===== src/rtl/ucode_pkg.sv =====
// ucode_pkg: shared widths, loader states and error codes for the microcode loader
package ucode_pkg;
  localparam int WORD_W = 20;
  localparam int ADDR_W = 7;
  localparam int BYTES_PER_WORD = 3;
  localparam int MAX_WORDS = 128;
  typedef enum logic [2:0] {S_IDLE, S_HDR, S_DATA, S_CSUM, S_DONE, S_ERR} state_t;
  localparam logic [1:0] ERR_NONE = 2'b00;
  localparam logic [1:0] ERR_COUNT = 2'b01;
  localparam logic [1:0] ERR_PAD = 2'b10;
  localparam logic [1:0] ERR_CSUM = 2'b11;
endpackage


===== src/rtl/ucode_word_packer.sv =====
// ucode_word_packer: packs little-endian bytes into control words, checks pad bits, keeps running sum
module ucode_word_packer
  import ucode_pkg::*;
(
  input  logic              clk,
  input  logic              reset,
  input  logic              init,
  input  logic              en,
  input  logic [7:0]        data,
  output logic              word_ready,
  output logic              pad_err,
  output logic [WORD_W-1:0] word,
  output logic [7:0]        sum
);
  logic [1:0] idx;
  logic [15:0] lo;
  logic last;
  assign last = idx == 2'(BYTES_PER_WORD - 1);
  assign word_ready = en && last && data[7:4] == 4'h0;
  assign pad_err = en && last && data[7:4] != 4'h0;
  assign word = {data[3:0], lo};
  always_ff @(posedge clk) begin
    if (!reset) begin
      idx <= '0;
      lo <= '0;
      sum <= '0;
    end else if (init) begin
      idx <= '0;
      sum <= data;
    end else if (en) begin
      sum <= sum + data;
      idx <= last ? 2'd0 : idx + 2'd1;
      if (idx == 2'd0) lo[7:0] <= data;
      if (idx == 2'd1) lo[15:8] <= data;
    end
  end
endmodule


===== src/rtl/ucode_loader.sv =====
// ucode_loader: loads a framed, checksummed byte stream into the microcode control store
module ucode_loader
  import ucode_pkg::*;
(
  input  logic              clk,
  input  logic              reset,
  input  logic              start,
  input  logic [7:0]        rx_data,
  input  logic              rx_valid,
  output logic              rx_ready,
  output logic              wr_en,
  output logic [ADDR_W-1:0] wr_addr,
  output logic [WORD_W-1:0] wr_data,
  output logic              cu_hold,
  output logic              busy,
  output logic              done,
  output logic              error,
  output logic [1:0]        err_code,
  output logic [ADDR_W:0]   words_loaded
);
  state_t state, nxt;
  logic [7:0] n, sum;
  logic [1:0] ec;
  logic acc, word_ready, pad_err, bad_n, csum_ok, last_word;
  logic [WORD_W-1:0] word;
  assign rx_ready = state inside {S_HDR, S_DATA, S_CSUM};
  assign busy = rx_ready;
  assign acc = rx_valid && rx_ready;
  assign done = state == S_DONE;
  assign error = state == S_ERR;
  assign cu_hold = !done;
  assign bad_n = rx_data == 8'd0 || rx_data > 8'(MAX_WORDS);
  assign csum_ok = 8'(sum + rx_data) == 8'd0;
  // the previous word's write has always retired by the time the next third byte arrives
  assign last_word = 8'(words_loaded + 8'd1) == n;
  ucode_word_packer u_packer (
    .clk(clk),
    .reset(reset),
    .init(state == S_HDR && acc),
    .en(state == S_DATA && acc),
    .data(rx_data),
    .word_ready(word_ready),
    .pad_err(pad_err),
    .word(word),
    .sum(sum)
  );
  always_comb begin
    nxt = state;
    ec = err_code;
    case (state)
      S_HDR: if (acc) begin
        nxt = bad_n ? S_ERR : S_DATA;
        ec = bad_n ? ERR_COUNT : ec;
      end
      S_DATA: begin
        nxt = pad_err ? S_ERR : (word_ready && last_word) ? S_CSUM : state;
        ec = pad_err ? ERR_PAD : ec;
      end
      S_CSUM: if (acc) begin
        nxt = csum_ok ? S_DONE : S_ERR;
        ec = csum_ok ? ec : ERR_CSUM;
      end
      default: if (start) begin
        nxt = S_HDR;
        ec = ERR_NONE;
      end
    endcase
  end
  always_ff @(posedge clk) begin
    if (!reset) begin
      state <= S_IDLE;
      n <= '0;
      err_code <= ERR_NONE;
      words_loaded <= '0;
      wr_en <= 1'b0;
      wr_addr <= '0;
      wr_data <= '0;
    end else begin
      state <= nxt;
      err_code <= ec;
      wr_en <= word_ready;
      words_loaded <= (start && !busy) ? '0 : words_loaded + (ADDR_W+1)'(wr_en);
      if (state == S_HDR && acc) n <= rx_data;
      if (word_ready) begin
        wr_addr <= words_loaded[ADDR_W-1:0];
        wr_data <= word;
      end
    end
  end
endmodule


===== config.mk =====
export PLATFORM = sky130hd
export DESIGN_NAME = ucode_loader
export DESIGN_NICKNAME = d
export VERILOG_FILES = /design/src/rtl/ucode_pkg.sv /design/src/rtl/ucode_word_packer.sv /design/src/rtl/ucode_loader.sv
export SDC_FILE = /design/constraint.sdc
export NUM_CORES = 1
export LEC_CHECK = 0
export ABC_AREA = 0
export BUFFER_PORTS_ARGS = -buffer_cell sky130_fd_sc_hd__clkbuf_2
export CELL_PAD_IN_SITES_DETAIL_PLACEMENT = 0
export CELL_PAD_IN_SITES_GLOBAL_PLACEMENT = 1
export CORE_UTILIZATION = 30
export DETAILED_ROUTE_END_ITERATION = 12
export PLACE_DENSITY_LB_ADDON = 0.05
export SKIP_LAST_GASP = 1
export SYNTH_ARGS = -nofsm -noshare
export SYNTH_HDL_FRONTEND = slang
export SYNTH_SLANG_ARGS = --single-unit

===== constraint.sdc =====
create_clock -name clk -period 2.1 [get_ports clk]
set_input_delay 0.21 -clock clk [delete_from_list [all_inputs] [get_ports clk]]
set_output_delay 0.21 -clock clk [all_outputs]
set_load 0.01 [all_outputs]

==> summary.txt, run 1 <==
Setup path
  – Crit Path Category: reg2reg
  – R2R Setup Slk: around 0.027 ns
  – Slowest cell on the critical path: dfxtp_2
  – Critical Path Start Type: register
  – Critical Path, Cell by Cell: ha_4, inv_2, fa_2, nor2b_4, o31a_1, buf_4, o211ai_1, nor2_2, a32o_1, o22ai_1
  – CP required: ~2.4 ns
  – Worst setup EP type: register
  – Worst path arrival time: 2.34 ns
  – Critical path peak fanout: 3
  – Delay-heaviest family, CP: compound AO/OA/AOI/OAI gates
  – Buf/Inv on CP: 2
  – Delay of the slowest critical-path stage: 0.34 ns

Floorplanning
  – Core region area: between 10000 and 15000 um^2
  – DIE AREA: 12100 um^2
  – Initial core utilization: 0.307
  – # IOs: 55
  – Die X: 110 um
  – Chip height: 110 um
  – Site Rows: 39

GRT
  – Global-route wire length before repair: roughly 15 mm
  – Vias in the first global route: 2859
  – Initial antenna violation count: 0
  – GR Util All Layers: 0.172
  – Largest net degree at the start of global routing: 61
  – Global route overflow: 0

Layout
  – Nets: 520
  – Ratio of cells with drive above 1 in the final layout: 0.281
  – Final core utilization: 0.399
  – Area growth syn-to-layout: 30.1%
  – Final cell count without fillers: 644
  – Fin area: 4540 um^2
  – Diode count: 0

STA
  – Worst slew margin: 0.561
  – Count of final hold-check violations: 0
  – Final worst path period need: 2.07 ns
  – Crit share post-route: 0.987
  – Slew @ Worst Pin: 0.656 ns
  – Worst Clk Skew: roughly 0.0078 ns
  – Setup TNS: 0 ns
  – Final-report max-slew violation count: 0
  – Unrepaired setup endpoints after global routing: yes
  – Endpoints failing setup: 0
  – FMAX: 482 MHz

Clock tree
  – H-tree depth: 3
  – CTS sink cnt: 75
  – CTS tree: built
  – Clock root buffer: clkbuf_16
  – Hold_buf cts: 0
  – CTS Buf Count: 9
  – Clock transition at path regs: around 0.060 ns
  – Clock insertion delay at the later pin of the skew report: 0.34 ns
  – CTS Buffer Depth: 2

Synth
  – Ys flop type: dfxtp_1
  – Mapped cell area: 3490 um^2
  – Number of synthesized flops with an enable pin: 0
  – Seq/Total Area, Yosys: 0.430
  – FF+latch count, synth: 75
  – Gate Count Post-Synth: 413
  – Ys async rst share: 0
  – Synth warn: 0
  – Syn Area/Cell: 8.45 um^2
  – Post-Synthesis Net Count: around 440
  – Synth unique cells: 58

Detailed routing
  – Vias per cell: between 4 and 5
  – Detailed Route WL: between 9 and 10 mm
  – 1st-pass router iterations: 4
  – Vias: 3088
  – ANT nets after route: 0
  – DRC: 0
  – Wire length per cell: 15.3 um
  – DRT iter0 DRCs: 115

Power
  – Int Pwr: 0.00288 W
  – Sw frac: 0.321
  – Logic pwr share: 0.275
  – Clock power share: 0.341
  – PD cells: 936 nW/um^2
  – Leakage: 1.88 nW
  – Switching pwr: around 0.0014 W
  – Total Power: around 0.0042 W
  – Reg power frac: 0.384
  – VDD IR-drop max: between 500 and 600 uV

Placed design
  – Dpl cells: 624
  – Routability congestion estimate: ~0.76
  – DP HPWL: 6.96 mm
  – I/O Buffers: 54
  – Placed Area: 4100 um^2

Status
  – Run status: finished clean

Flow run
  – Max_cap viols: 0

Hold path
  – Worst hold path type: in2reg
placed cells by master (no fill, tap or decap), drive strengths merged, types with 2 or more instances in the layout:
master	count
a211oi	2
mux2i	18
nor3	2
clkbuf	64
inv	7
o21a	2
and3	6
or3b	2
o21ai	6
xor2	7
nor4	3
a21o	3
clkinv	3
nor2b	6
nand4b	2
clkinvlp	2
nand4	3
o22ai	2
dfxtp	75
o211ai	2
nor2	38
buf	39
or2	2
xnor2	12
and3b	2
a31oi	8
a21oi	43
nand3	6
nand3b	2
nand2	100
ha	10
nand2b	4
cell usage after synthesis, types with 2 or more instances:
cell type  count  area, um^2
clkbuf_1       8        30.0
a31oi_1        8        50.1
buf_2          5        25.0
buf_6          4        45.0
a21o_1         3        22.5
and3b_1        2        17.5
mux2i_1       18         180
nand3_1        6        30.0
or3b_1         2        17.5
nor2_1        37         139
nor3_1         2        10.0
nor2b_1        6        37.5
a211oi_1       2        15.0
a21oi_1       43         215
ha_1          10         125
inv_1          6        22.5
nor4_1         3        18.8
nand4b_1       2        17.5
o211ai_1       2        15.0
o21ai_0        5        25.0
xnor2_1       11        96.3
dfxtp_1       75        1500
and3_1         5        31.3
nand2b_1       4        25.0
nand2_1      100         375
nand4_1        3        18.8
buf_1          2        7.51
o22ai_1        2        12.5
xor2_1         6        52.6
o21a_1         2        15.0
nand3b_1       2        15.0
sequential cells by signal (all words and copies together), names as in the netlist:
name and count:
u_packer.idx 2, err_code 2, u_packer.sum 8, words_loaded 8, wr_addr 7, wr_data 20
n 8, wr_en 1, u_packer.lo 16, state 3
power by group through the flow:
stage               registers, W  clock network (W)  logic (W)
floorplan                0.00164                  0   0.000710
global placement         0.00166                  0    0.00105
detailed placement       0.00166                  0    0.00104
CTS                      0.00163            0.00150    0.00110
global route             0.00165            0.00155    0.00129
finish                   0.00163            0.00145    0.00117
path summary, 6_finish.rpt:
| check | startpoint | to | cells after the start |
|---|---|---|---|
| setup / recovery | u_packer.sum[0]$_SDFFE_PN0P_ | state[0]$_SDFFE_PN0P_ | 10 |
| hold / removal | start | words_loaded[0]$_SDFF_PP0_ | 3 |
| setup reg to reg | u_packer.sum[0]$_SDFFE_PN0P_ | state[0]$_SDFFE_PN0P_ | 10 |
| hold reg to reg | u_packer.lo[2]$_SDFFE_PN0P_ | wr_data[2]$_SDFFE_PN0P_ | 2 |
repair_timing:
item | CTS | global route
endpoints found under the setup margin | 4 | 5
pin swaps | 2 | 11
buffers inserted | 0 | 6
resized for setup | 8 | 21
gates cloned | 0 | 0
cell type report:
cell class | instances | area, um^2
clock buffers | 10 | 239
clock inverters | 5 | 37.5
fillers | 1186 | 6830
inverters | 7 | 26.3
multi-input cells | 311 | 1960
flip-flops and latches | 75 | 1510
well taps | 143 | 179
repair buffers | 93 | 588
logic make-up after synthesis:
family          Yosys count  share of synthesized area
simple gates            183                      0.237
flops                    75                      0.430
xor+xnor                 19                     0.0520
fa+ha+maj                11                     0.0416
buf+inv                  27                     0.0405
compound gates           80                      0.147
mux                      18                     0.0516
worst min-delay path: stages:
cell	delay, ns
clkbuf_2	0.09
nand2b_1	0.09
and3_1	0.15
metal layers:
| metal | vias to the layer above | track usage | share of wire |
|---|---|---|---|
| li1 | 1579 | - | - |
| met1 | 1439 | 0.221 | 0.47 |
| met4 | 0 | 0.0514 | 0.012 |
| met3 | 10 | 0.0510 | 0.041 |
| met2 | 60 | 0.278 | 0.47 |
| met5 | - | 0 | 0 |
per-stage QoR:
stage / setup slack (ns) / hold WS (ns)
2_1_floorplan: 0.0521 / 0.346
3_3_place_gp: -0.182 / 0.443
3_5_place_dp: -0.215 / 0.446
4_1_cts: -0.00268 / 0.221
5_1_grt: -0.0579 / 0.248
6_report: 0.0272 / 0.231
Power figures use the tool's default switching activity.
==> run 2: changes to the inputs <==
--- a/config.mk
+++ b/config.mk
@@ -12,6 +12,7 @@
 export CORE_UTILIZATION = 30
 export DETAILED_ROUTE_END_ITERATION = 12
 export PLACE_DENSITY_LB_ADDON = 0.05
+export SETUP_SLACK_MARGIN = 0.15
 export SKIP_LAST_GASP = 1
 export SYNTH_ARGS = -nofsm -noshare
 export SYNTH_HDL_FRONTEND = slang
==> run 2 against run 1 <==
  * Total power up 7.0%
  * Clock power up 22%
  * Fmax up 3.3%
  * First-iteration DRC count up 73%
  * Critical endpoint unchanged
  * Largest cell class unchanged
  * Sequential power about the same
  * Cell area up 1.7%
  * Final cell count down 0.16%
  * Global-route usage up 0.23 points
  * Routed wire length down 0.93%
  * Combinational power down 3%
  * Die area unchanged
==> summary.txt, run 2 (same netlist as run 1, synthesis figures left out) <==
Layout
  – Most frequent cells in the layout: nand2_1, dfxtp_1, clkbuf_2
  – Area growth syn-to-layout: 32.4%
  – Diode count: 0 (unchanged)
  – Final core utilization: 0.406 (+0.00682)
  – Fin area: 4620 um^2 (+1.7%)
  – Nets: 518 (-0.38%)
  – Biggest register: wr_data
  – Largest registers: wr_data (20), u_packer.lo (16)
  – Max reg flops: 20 (unchanged)
  – Filler cells: 1161 (-2.1%)
  – Multi-input gate area: 1970 um^2 (+0.57%)
  – Register area: 1520 um^2 (+0.75%)
  – Commonest non-fill, non-tap cell in the layout: nand2_1
  – Ratio of cells with drive above 1 in the final layout: 0.288 (+0.00656)

GRT
  – Initial antenna violation count: 0 (unchanged)
  – GR Util All Layers: 0.175 (+0.00231)
  – Global route overflow: 0 (unchanged)
  – Largest net degree at the start of global routing: 61 (unchanged)
  – Vias in the first global route: 2902 (+1.5%)
  – Global-route wire length before repair: 15.4 mm (+0.27%)

Placed design
  – Dpl ws: -0.139 ns (+0.0761 ns)
  – Placed Area: 4090 um^2 (-0.37%)
  – Routability congestion estimate: 0.817 (+7.7%)
  – DP HPWL: 7.11 mm (+2.1%)
  – I/O Buffers: 54 (unchanged)

Hold path
  – Worst hold path type: in2reg
  – Worst Hold Launch: rx_data[7]

Power
  – Total Power: 0.00454 W (+7.0%)
  – PD cells: 984 nW/um^2 (+5.2%)
  – Leakage: 1.91 nW (+1.7%)
  – VDD IR-drop max: 403 uV (-22%)

Clock tree
  – CTS sink cnt: 75 (unchanged)
  – Clock transition at path regs: 0.06 ns (about the same)
  – Clock root buffer: clkbuf_16
  – Clock insertion delay at the later pin of the skew report: 0.34 ns (about the same)
  – CTS Buffer Depth: 2 (unchanged)
  – H-tree depth: 3 (unchanged)
  – CTS tree: built
  – CTS Buf Count: 9 (unchanged)
  – Hold_buf cts: 0 (unchanged)

STA
  – FMAX: 498 MHz (+3.3%)
  – Hold_ws: 0.192 ns (-0.0389 ns)
  – Final worst path period need: 2.01 ns (-0.0654 ns)
  – Worst slew margin: 0.557 (-0.00371)
  – Final-report max-slew violation count: 0 (unchanged)
  – Endpoints failing setup: 0 (unchanged)
  – Crit share post-route: 0.956 (-0.0311)
  – Final setup margin: 0.0926 ns (+0.0654 ns)
  – Count of final hold-check violations: 0 (unchanged)
  – Worst Clk Skew: 0.00610 ns (-0.00168 ns)
  – Slew @ Worst Pin: 0.662 ns (+0.00554 ns)
  – Unrepaired setup endpoints after global routing: yes

Status
  – Run status: finished clean

Detailed routing
  – DRC: 0 (unchanged)
  – Detailed Route WL: 9.74 mm (-0.93%)
  – 1st-pass router iterations: 4 (unchanged)
  – ANT nets after route: 0 (unchanged)
  – DRT iter0 DRCs: 199 (+73%)
  – Vias: 3075 (-0.42%)
  – Vias per cell: 4.78 (-0.27%)
  – Wire length per cell: 15.1 um (-0.77%)

Floorplanning
  – DIE AREA: 12100 um^2 (unchanged)
  – Core region area: 11400 um^2 (unchanged)
  – Initial core utilization: 0.307 (unchanged)
  – Site Rows: 39 (unchanged)
  – # IOs: 55 (unchanged)
  – Chip height: 110 um (unchanged)
  – Die X: 110 um (unchanged)

Setup path
  – Worst path arrival time: 2.27 ns (-0.07 ns)
  – Reg2reg start: u_packer.sum[0]$_SDFFE_PN0P_
  – Critical Path, Cell by Cell: ha_4, inv_2, fa_2, nor2b_2, o31a_1, buf_4, o211ai_1, nor2_2, a32o_1, o22ai_1
  – CP startpoint: u_packer.sum[0]$_SDFFE_PN0P_
  – Crit Path Category: reg2reg
  – Worst setup EP type: register
  – R2R Setup Slk: 0.09 ns (+0.07 ns)
  – Slowest cell on the critical path: dfxtp_2
  – Critical path peak fanout: 3 (unchanged)
  – Critical Path Start Type: register
  – Delay-heaviest family, CP: compound AO/OA/AOI/OAI gates
  – CP required: 2.36 ns (about the same)
  – Buf/Inv on CP: 2 (unchanged)
  – Delay of the slowest critical-path stage: 0.34 ns (about the same)

Flow run
  – Max_cap viols: 0 (unchanged)
## run 2: cell count changes in the layout (fill, tap and decap cells not counted), moves of 3 or more
cell,previous run,this run
buf_4,37,32
buf_6,0,3
bufinv_16,0,3
clkbuf_1,0,3
dfxtp_1,69,66
dfxtp_4,0,3
## run 2: metrics by stage
stage,cells,setup TNS (ns)
2_1_floorplan,413,0
3_3_place_gp,622,-0.208
3_5_place_dp,622,-0.287
4_1_cts,639,0
5_1_grt,643,-0.0101
6_report,643,0
## run 2: what timing repair did
action / 4_1_cts / 5_1_grt
resized for setup: 21 / 20
setup endpoints to repair: 11 / 12
pin swaps: 7 / 10
hold endpoints to repair: 0 / 0
buffers inserted: 1 / 4
## run 2: area by class of cell
class | count | area share
multi-input cells | 311 | 0.427
flip-flops and latches | 75 | 0.329
repair buffers | 91 | 0.127
clock buffers | 12 | 0.0512
well taps | 143 | 0.0388
clock inverters | 4 | 0.0214
inverters | 7 | 0.00569
## run 2: final timing paths
check	endpoint	depth (start not counted)
max reg2reg	state[0]$_SDFFE_PN0P_	10
min	u_packer.lo[15]$_SDFFE_PN0P_	3
min reg2reg	wr_data[12]$_SDFFE_PN0P_	2
max	state[0]$_SDFFE_PN0P_	10
## run 2: tightest hold or removal path: cells and delay by family
kind / cells / cell delay [ns]
buffers and inverters: 1 / 0.14
multiplexers: 1 / 0.08
AND/OR/NAND/NOR: 1 / 0.07
## run 2: power breakdown
group	internal [W]	switching [W]
Combinational	0.000506	0.000629
Clock	0.00116	0.000603
Sequential	0.00154	0.000104
Total	0.00321	0.00134
## run 2: per-layer routing
metal,vias up,global-route usage,wire length (um)
met2,56,0.268,4340
met5,-,0,0
met3,18,0.0391,331
met4,0,0.0952,265
met1,1427,0.225,4800
li1,1574,-,-
